===== src/rtl/instr_fetch_queue.sv =====
// instr_fetch_queue: circular-buffer queue of {instruction, fetch PC} pairs
// that sits between instruction memory and decode.
//
// Both ports use valid/ready handshakes. A transfer happens on a rising edge
// when valid && ready are both high. The source holds its payload stable
// while valid && !ready. in_ready is simply !full, so it does not depend on
// a same-cycle pop.
//
// Optional feature: define IFQ_BYPASS_EN to let an incoming word reach
// out_* in the same cycle when the queue is empty. The default build has no
// combinational path from in_* to out_*.
module instr_fetch_queue #(
  parameter int XLEN  = 32,
  parameter int DEPTH = 4,
  parameter int CW    = $clog2(DEPTH) + 1
) (
  input  logic            clk,
  input  logic            rst_n,
  input  logic            in_valid,
  output logic            in_ready,
  input  logic [XLEN-1:0] in_instr,
  input  logic [XLEN-1:0] in_pc,
  output logic            out_valid,
  input  logic            out_ready,
  output logic [XLEN-1:0] out_instr,
  output logic [XLEN-1:0] out_pc,
  input  logic            flush,
  output logic [CW-1:0]   count,
  output logic            full,
  output logic            empty,
  output logic            overflow
);

  localparam int PW = $clog2(DEPTH);

  logic [XLEN-1:0] instr_mem [DEPTH];
  logic [XLEN-1:0] pc_mem    [DEPTH];
  logic [PW-1:0]   wr_ptr;
  logic [PW-1:0]   rd_ptr;
  logic [CW-1:0]   count_q;
  logic            overflow_q;

  logic            push;
  logic            pop;
  logic            byp_take;

  // Status flags come only from registered occupancy.
  assign full     = (count_q == CW'(DEPTH));
  assign empty    = (count_q == '0);
  assign in_ready = !full;
  assign count    = count_q;
  assign overflow = overflow_q;

  // Head presentation. Under bypass, an empty queue forwards the incoming word.
  always_comb begin
    out_valid = 1'b0;
    out_instr = '0;
    out_pc    = '0;
    byp_take  = 1'b0;
    if (!empty) begin
      out_valid = 1'b1;
      out_instr = instr_mem[rd_ptr];
      out_pc    = pc_mem[rd_ptr];
    end
`ifdef IFQ_BYPASS_EN
    else if (in_valid && !flush) begin
      out_valid = 1'b1;
      out_instr = in_instr;
      out_pc    = in_pc;
      byp_take  = out_ready;
    end
`endif
  end

  // Flush overrides both sides. A word consumed by bypass is never stored.
  always_comb begin
    push = in_valid && in_ready && !flush && !byp_take;
    pop  = !empty && out_ready && !flush;
  end

  // Storage array. Only reset clears it; flush leaves contents in place.
  always_ff @(posedge clk or negedge rst_n) begin
    if (!rst_n) begin
      for (int i = 0; i < DEPTH; i++) begin
        instr_mem[i] <= '0;
        pc_mem[i]    <= '0;
      end
    end else if (push) begin
      instr_mem[wr_ptr] <= in_instr;
      pc_mem[wr_ptr]    <= in_pc;
    end
  end

  // Pointers, occupancy and sticky overflow. Flush returns all of them to zero.
  always_ff @(posedge clk or negedge rst_n) begin
    if (!rst_n) begin
      wr_ptr     <= '0;
      rd_ptr     <= '0;
      count_q    <= '0;
      overflow_q <= 1'b0;
    end else if (flush) begin
      wr_ptr     <= '0;
      rd_ptr     <= '0;
      count_q    <= '0;
      overflow_q <= 1'b0;
    end else begin
      if (push) wr_ptr <= wr_ptr + PW'(1);
      if (pop)  rd_ptr <= rd_ptr + PW'(1);
      case ({push, pop})
        2'b10:   count_q <= count_q + CW'(1);
        2'b01:   count_q <= count_q - CW'(1);
        default: count_q <= count_q;
      endcase
      if (in_valid && full) overflow_q <= 1'b1;
    end
  end

endmodule


===== config.mk =====
export PLATFORM = sky130hd
export DESIGN_NAME = instr_fetch_queue
export DESIGN_NICKNAME = d
export VERILOG_FILES = /design/src/rtl/instr_fetch_queue.sv
export SDC_FILE = /design/constraint.sdc
export NUM_CORES = 1
export LEC_CHECK = 0
export BUFFER_PORTS_ARGS = -buffer_cell sky130_fd_sc_hd__buf_2
export CAP_MARGIN = 0
export CORE_ASPECT_RATIO = 1.5
export CORE_MARGIN = 1.5
export CORE_UTILIZATION = 63
export CTS_CLUSTER_SIZE = 14
export DETAILED_ROUTE_END_ITERATION = 8
export PLACE_DENSITY = 0.85
export SYNTH_ARGS = -nofsm -noshare
export SYNTH_HDL_FRONTEND = slang
export SYNTH_SLANG_ARGS = --single-unit
export TNS_END_PERCENT = 5

===== constraint.sdc =====
create_clock -name clk -period 5.1 [get_ports clk]
set_clock_uncertainty 0.15 [all_clocks]
set_input_delay 0.765 -clock clk [delete_from_list [all_inputs] [get_ports clk]]
set_output_delay 0.765 -clock clk [all_outputs]
set_load 0.1 [all_outputs]

# Yosys cells after proc, flatten, opt, wreduce, memory -nomap -nowiden
# Cells that the tools add are included.
# W data, S select, Z words.
[classes]
add_sub_neg = 4
n_lt_le_gt_ge = 3
n_eq_ne = 3
n_mux = 21
bitwise = 2
reduce_logical = 14
[ops]
columns = ["cell", "count"]
rows = [
  ["$bwmux W128", 2],
  ["$mux W32", 7],
  ["$bmux W32 S2", 2],
  ["$demux W32 S2", 1],
  ["$mux W2", 4],
  ["$ge A3 B3 Y1 const B", 2],
  ["$logic_and A1 B1 Y1", 6],
  ["$not A2 Y3", 2],
  ["$pmux W3 S2", 1],
  ["$reduce_bool A2 Y1", 3],
  ["$add A2 B1 Y2 const B", 2],
  ["$add A3 B1 Y3 const B", 1],
  ["$eq A3 B3 Y1 const B", 1],
  ["$logic_not A1 Y1", 3],
  ["$logic_not A3 Y1", 1],
  ["$lt A3 B1 Y1 const B", 1],
  ["$mux W1", 3],
  ["$mux W3", 1],
  ["$reduce_bool A3 Y1", 1],
  ["$sub A3 B1 Y3 const B", 1],
  ["$eq A2 B1 Y1 const B", 1],
  ["$eq A2 B2 Y1 const B", 1],
]
[totals]
regBits = 264
word_cells = 59

# Depth between registers and ports, before layout
[depth]
depth_word = 7
mapped_depth = 7
ltp_nobuf = 6

# Worst setup path after synthesis
# No wires, ideal clock.
[synth_path]
path_kind = "reg-to-output"
start = "reg count_q[1], in the netlist count[1]"
end = "out out_pc[13]"
arrival_ps = 3312
t_required_ps = 4185
slack_ps = 873
path_stages_with_launch = 5
path_buffers = 2
cell_sequence = "dfrtp_1 -> clkbuf_1 -> or3_1 -> clkbuf_1 -> and2_1"
[synth_between]
elab_chain_cells = 2
[synth_lines]
columns = ["element", "line", "rtl"]
rows = [
  ["start: declaration", "40", "logic [CW-1:0] count_q;"],
  ["start signal: assignment", "110", "2'b10: count_q <= count_q + CW'(1);"],
  ["start signal: assignment", "111", "2'b01: count_q <= count_q - CW'(1);"],
  ["start signal: assignment", "112", "default: count_q <= count_q;"],
  ["$logic_not A3 Y1", "49", "assign empty = (count_q == '0);"],
  ["$mux W32", "60", "if (!empty) begin"],
  ["end: declaration", "26", "output logic [XLEN-1:0] out_pc,"],
]
# No other way between the ends.

# Final worst setup path
[layout_path]
start = "reg rd_ptr[1]"
end = "out out_instr[30]"
[layout_between]
elab_chain_cells = 5
[layout_lines]
columns = ["element", "line", "rtl"]
rows = [
  ["start: declaration", "39", "logic [PW-1:0] rd_ptr;"],
  ["start signal: assignment", "108", "if (pop) rd_ptr <= rd_ptr + PW'(1);"],
  ["$not A2 Y3 (not written as such)", "62", "out_instr = instr_mem[rd_ptr];"],
  ["$bmux W32 S2", "62", ""],
  ["$mux W32 (not written as such) (2 in a row)", "62", ""],
  ["$mux W32", "60", ""],
  ["end: declaration", "25", "output logic [XLEN-1:0] out_instr,"],
]
# No other way between the ends. The select of a mux whose other input is x is not followed.

==> parameters.txt <==
Parameter                              Value

Detailed routing
  Total DRC errors in the routed layout ... 0
  Via count of the routed design ... 6900
  Average wire per standard cell ... 22.13 um
  First-pass detailed-route iteration total ... 4
  Iteration-0 DRC Markers ... 339
  ANT nets after route ... 0
  Total length of routed wires ... 25380 um
  Vias per inst ... 6.016

Timing
  Final worst-path setup slack ... 1.326 ns
  Part of the cycle the worst path needs ... 0.7400
  Max frequency ... 265.0 MHz
  Tmin final ... 3.774 ns
  Number of endpoints with negative hold slack in the final report ... 0
  Number of max-slew violations in the final report ... 0
  Transition time of the tightest slew-check pin ... 1.156 ns
  Final number of setup-violating endpoints ... 0
  Setup TNS ... 0 ns
  Max transition margin ... 0.2294
  Unrepaired setup endpoints after global routing ... no

GRT
  GRT Total Usage ... 0.2650
  Global-route wire length before repair ... 41920 um
  Largest net degree at the start of global routing ... 115
  Number of antenna violations at the first check in global routing ... 2
  Grt total ovfl ... 0
  Number of global-route vias before repair ... 7836

Synthesis
  Prevailing post-synth register cell ... dfrtp_1
  Largest area contributor in the synthesized netlist ... dfrtp_1
  Syn Inst Count ... 757
  Share of Yosys cell area claimed by the top area cell type ... 0.5386
  Syn_nets ... 831
  Cell area after synthesis ... 12270 um2
  Distinct cells, synth ... 41
  Average cell area after synthesis ... 16.20 um2
  Warnings from Yosys ... 0
  Number of synthesized register bits ... 264
  Sequential share of the synthesized area ... 0.5386
  Synth area leaders ... dfrtp_1 54%, mux2_2 16%, mux4_2 12%, mux2_4 7.3%, and2_1 3.3%
  EDFF count, synth ... 0
  Proportion of register bits with asynchronous set or reset after synthesis ... 1.000

Worst setup path
  Slack of the worst reg-to-reg path ... 2.13 ns
  Worst reg2reg path startpoint ... count[1]
  End point of the critical path ... out_instr[30]
  Number of cells on the worst reg-to-reg path ... 4
  Peak fanout along the critical path ... 53
  Crit path launch ... rd_ptr[1]
  Crit start category ... register
  Crit path required time ... 4.18 ns
  Setup crit end kind ... output pin
  Crit Path Class ... register to output pin
  Destination of the worst register-to-register timing path ... instr_mem[62]
  Arrival time of the worst setup path ... 2.86 ns

Run
  Maximum Capacitance Violations ... 0

Clocking
  Depth of the CTS H-tree ... 1
  Maximum number of buffers from clock root to sink ... 3
  Total CTS buffers ... 25
  Setup Buffers After CTS ... 0
  Hold-fix buffers at CTS ... 0
  Clock Sink Count ... 264
  Clock insertion delay at the later pin of the skew report ... 0.51 ns
  Clock tree root driver cell ... clkbuf_16
  Clock tree from TritonCTS ... yes
  Clock transition at path regs ... 0.06 ns
  Resized cells post-CTS ... 0

Hold path
  Type of the tightest min-delay check ... input port to async pin

Cells and area
  Fraction of final layout cells sized beyond drive strength 1 ... 0.5444
  Post-synthesis to final-layout area growth ... 12.91%
  Most common cell after layout, fill and taps aside ... dfrtp_1
  Total number of nets in the final design ... 952
  Highest-count cells in the layout ignoring fill and taps ... 262 x dfrtp_1, 170 x mux2_2, 139 x buf_2, 64 x mux4_2, 64 x and2_1
  Fillers ... 1261

Place
  Gpl congestion ... 0.7523
  DP Worst Slack ... 1.711 ns
  Count of buffers from port buffering ... 140
  Detailed Place HPWL ... 15810 um

Floorplanning
  Vertical extent of the die ... 173.9 um
  Num rows ... 62
  Initial core utilization ... 0.6427
  Core outline area ... 19080 um2
  Count of boundary I/O pins ... 141
  Chip Width ... 116.9 um
  Die Outline Area ... 20330 um2

Status
  Status ... finished clean

Power and ir drop
  Pwr/cell area ... 625.6 nW/um2
  Static leakage power ... 6.428 nW
  Max rail drop VDD ... 0.0004510 V
  Power consumption ... 0.008664 W
[how the worst min path moves through the flow]
stage                              start        endpoint
after floorplan            instr_mem[72]   instr_mem[72]
after global placement     instr_mem[74]   instr_mem[74]
after detailed placement  instr_mem[124]  instr_mem[124]
after CTS                          rst_n   instr_mem[68]
after global routing               rst_n  instr_mem[100]
final                              rst_n  instr_mem[100]
[critical path, stage by stage (launching register included)]
cell and delay [ns]:
dfrtp_2 0.59, buf_4 0.72, mux4_2 0.36, and2_1 0.19, buf_2 0.45
[state kept, by name (all words and copies together), names as in the netlist]
name / cells
count: 3
instr_mem: 128
rd_ptr: 2
wr_ptr: 2
overflow: 1
pc_mem: 128
[routing by layer]
layer  wire (um)  GRT usage  vias up
li1            -          -     3010
met1       10010     0.3380     3682
met2       13840     0.4705      164
met3         929    0.03696       44
met4         603    0.07329        0
met5           0          0        -
[metrics by stage]
stage	instance area [um2]	std cells	utilization	hold WS, ns
5_1_grt	13850	1146	0.7256	0.2415
3_5_place_dp	13100	1107	0.6866	0.3302
6_report	13850	1147	0.7257	0.1600
2_1_floorplan	12270	757	-	0.3032
3_3_place_gp	13100	1107	0.6866	0.3127
4_1_cts	13840	1145	0.7255	0.1995
[final cells by class]
cell class	instances	area, um2	share of cell area
inverter	6	22.52	0.001626
sequential	264	6611	0.4774
timing repair buffer	148	808.3	0.05836
clock inverter	3	18.77	0.001355
tap	256	320.3	0.02313
multi-input combinational	433	5340	0.3856
clock buffer	35	723.2	0.05222
antenna	2	5.005	0.0003614
[cell families after synthesis]
family | Yosys count | synth area share
adders and majority gates | 5 | 0.005713
buffers and inverters | 60 | 0.02795
AOI/OAI and AO/OA | 18 | 0.01030
xor gates and xnor gates | 3 | 0.002143
and+or+nand+nor | 86 | 0.04346
muxes | 321 | 0.3718
DFF | 264 | 0.5386
[cells in the mapped netlist (all sizes together), types with 2 or more instances]
cell and number:
dfrtp 264, nand2b 2, o21ai 2, nand3 6, xor2 2, mux4 64, mux2 257, buf 37
ha 4, and2 64, nor2 5, inv 6, clkbuf 17, a21oi 5, nand2 3
[power by group]
group | internal (W) | switching, W | leakage [nW]
Combinational | 0.00134 | 0.00238 | 2.74
Clock | 0.000975 | 0.000744 | 0.368
Sequential | 0.00279 | 0.000431 | 3.32
Total | 0.00511 | 0.00355 | 6.43
Power figures use the tool's default switching activity.
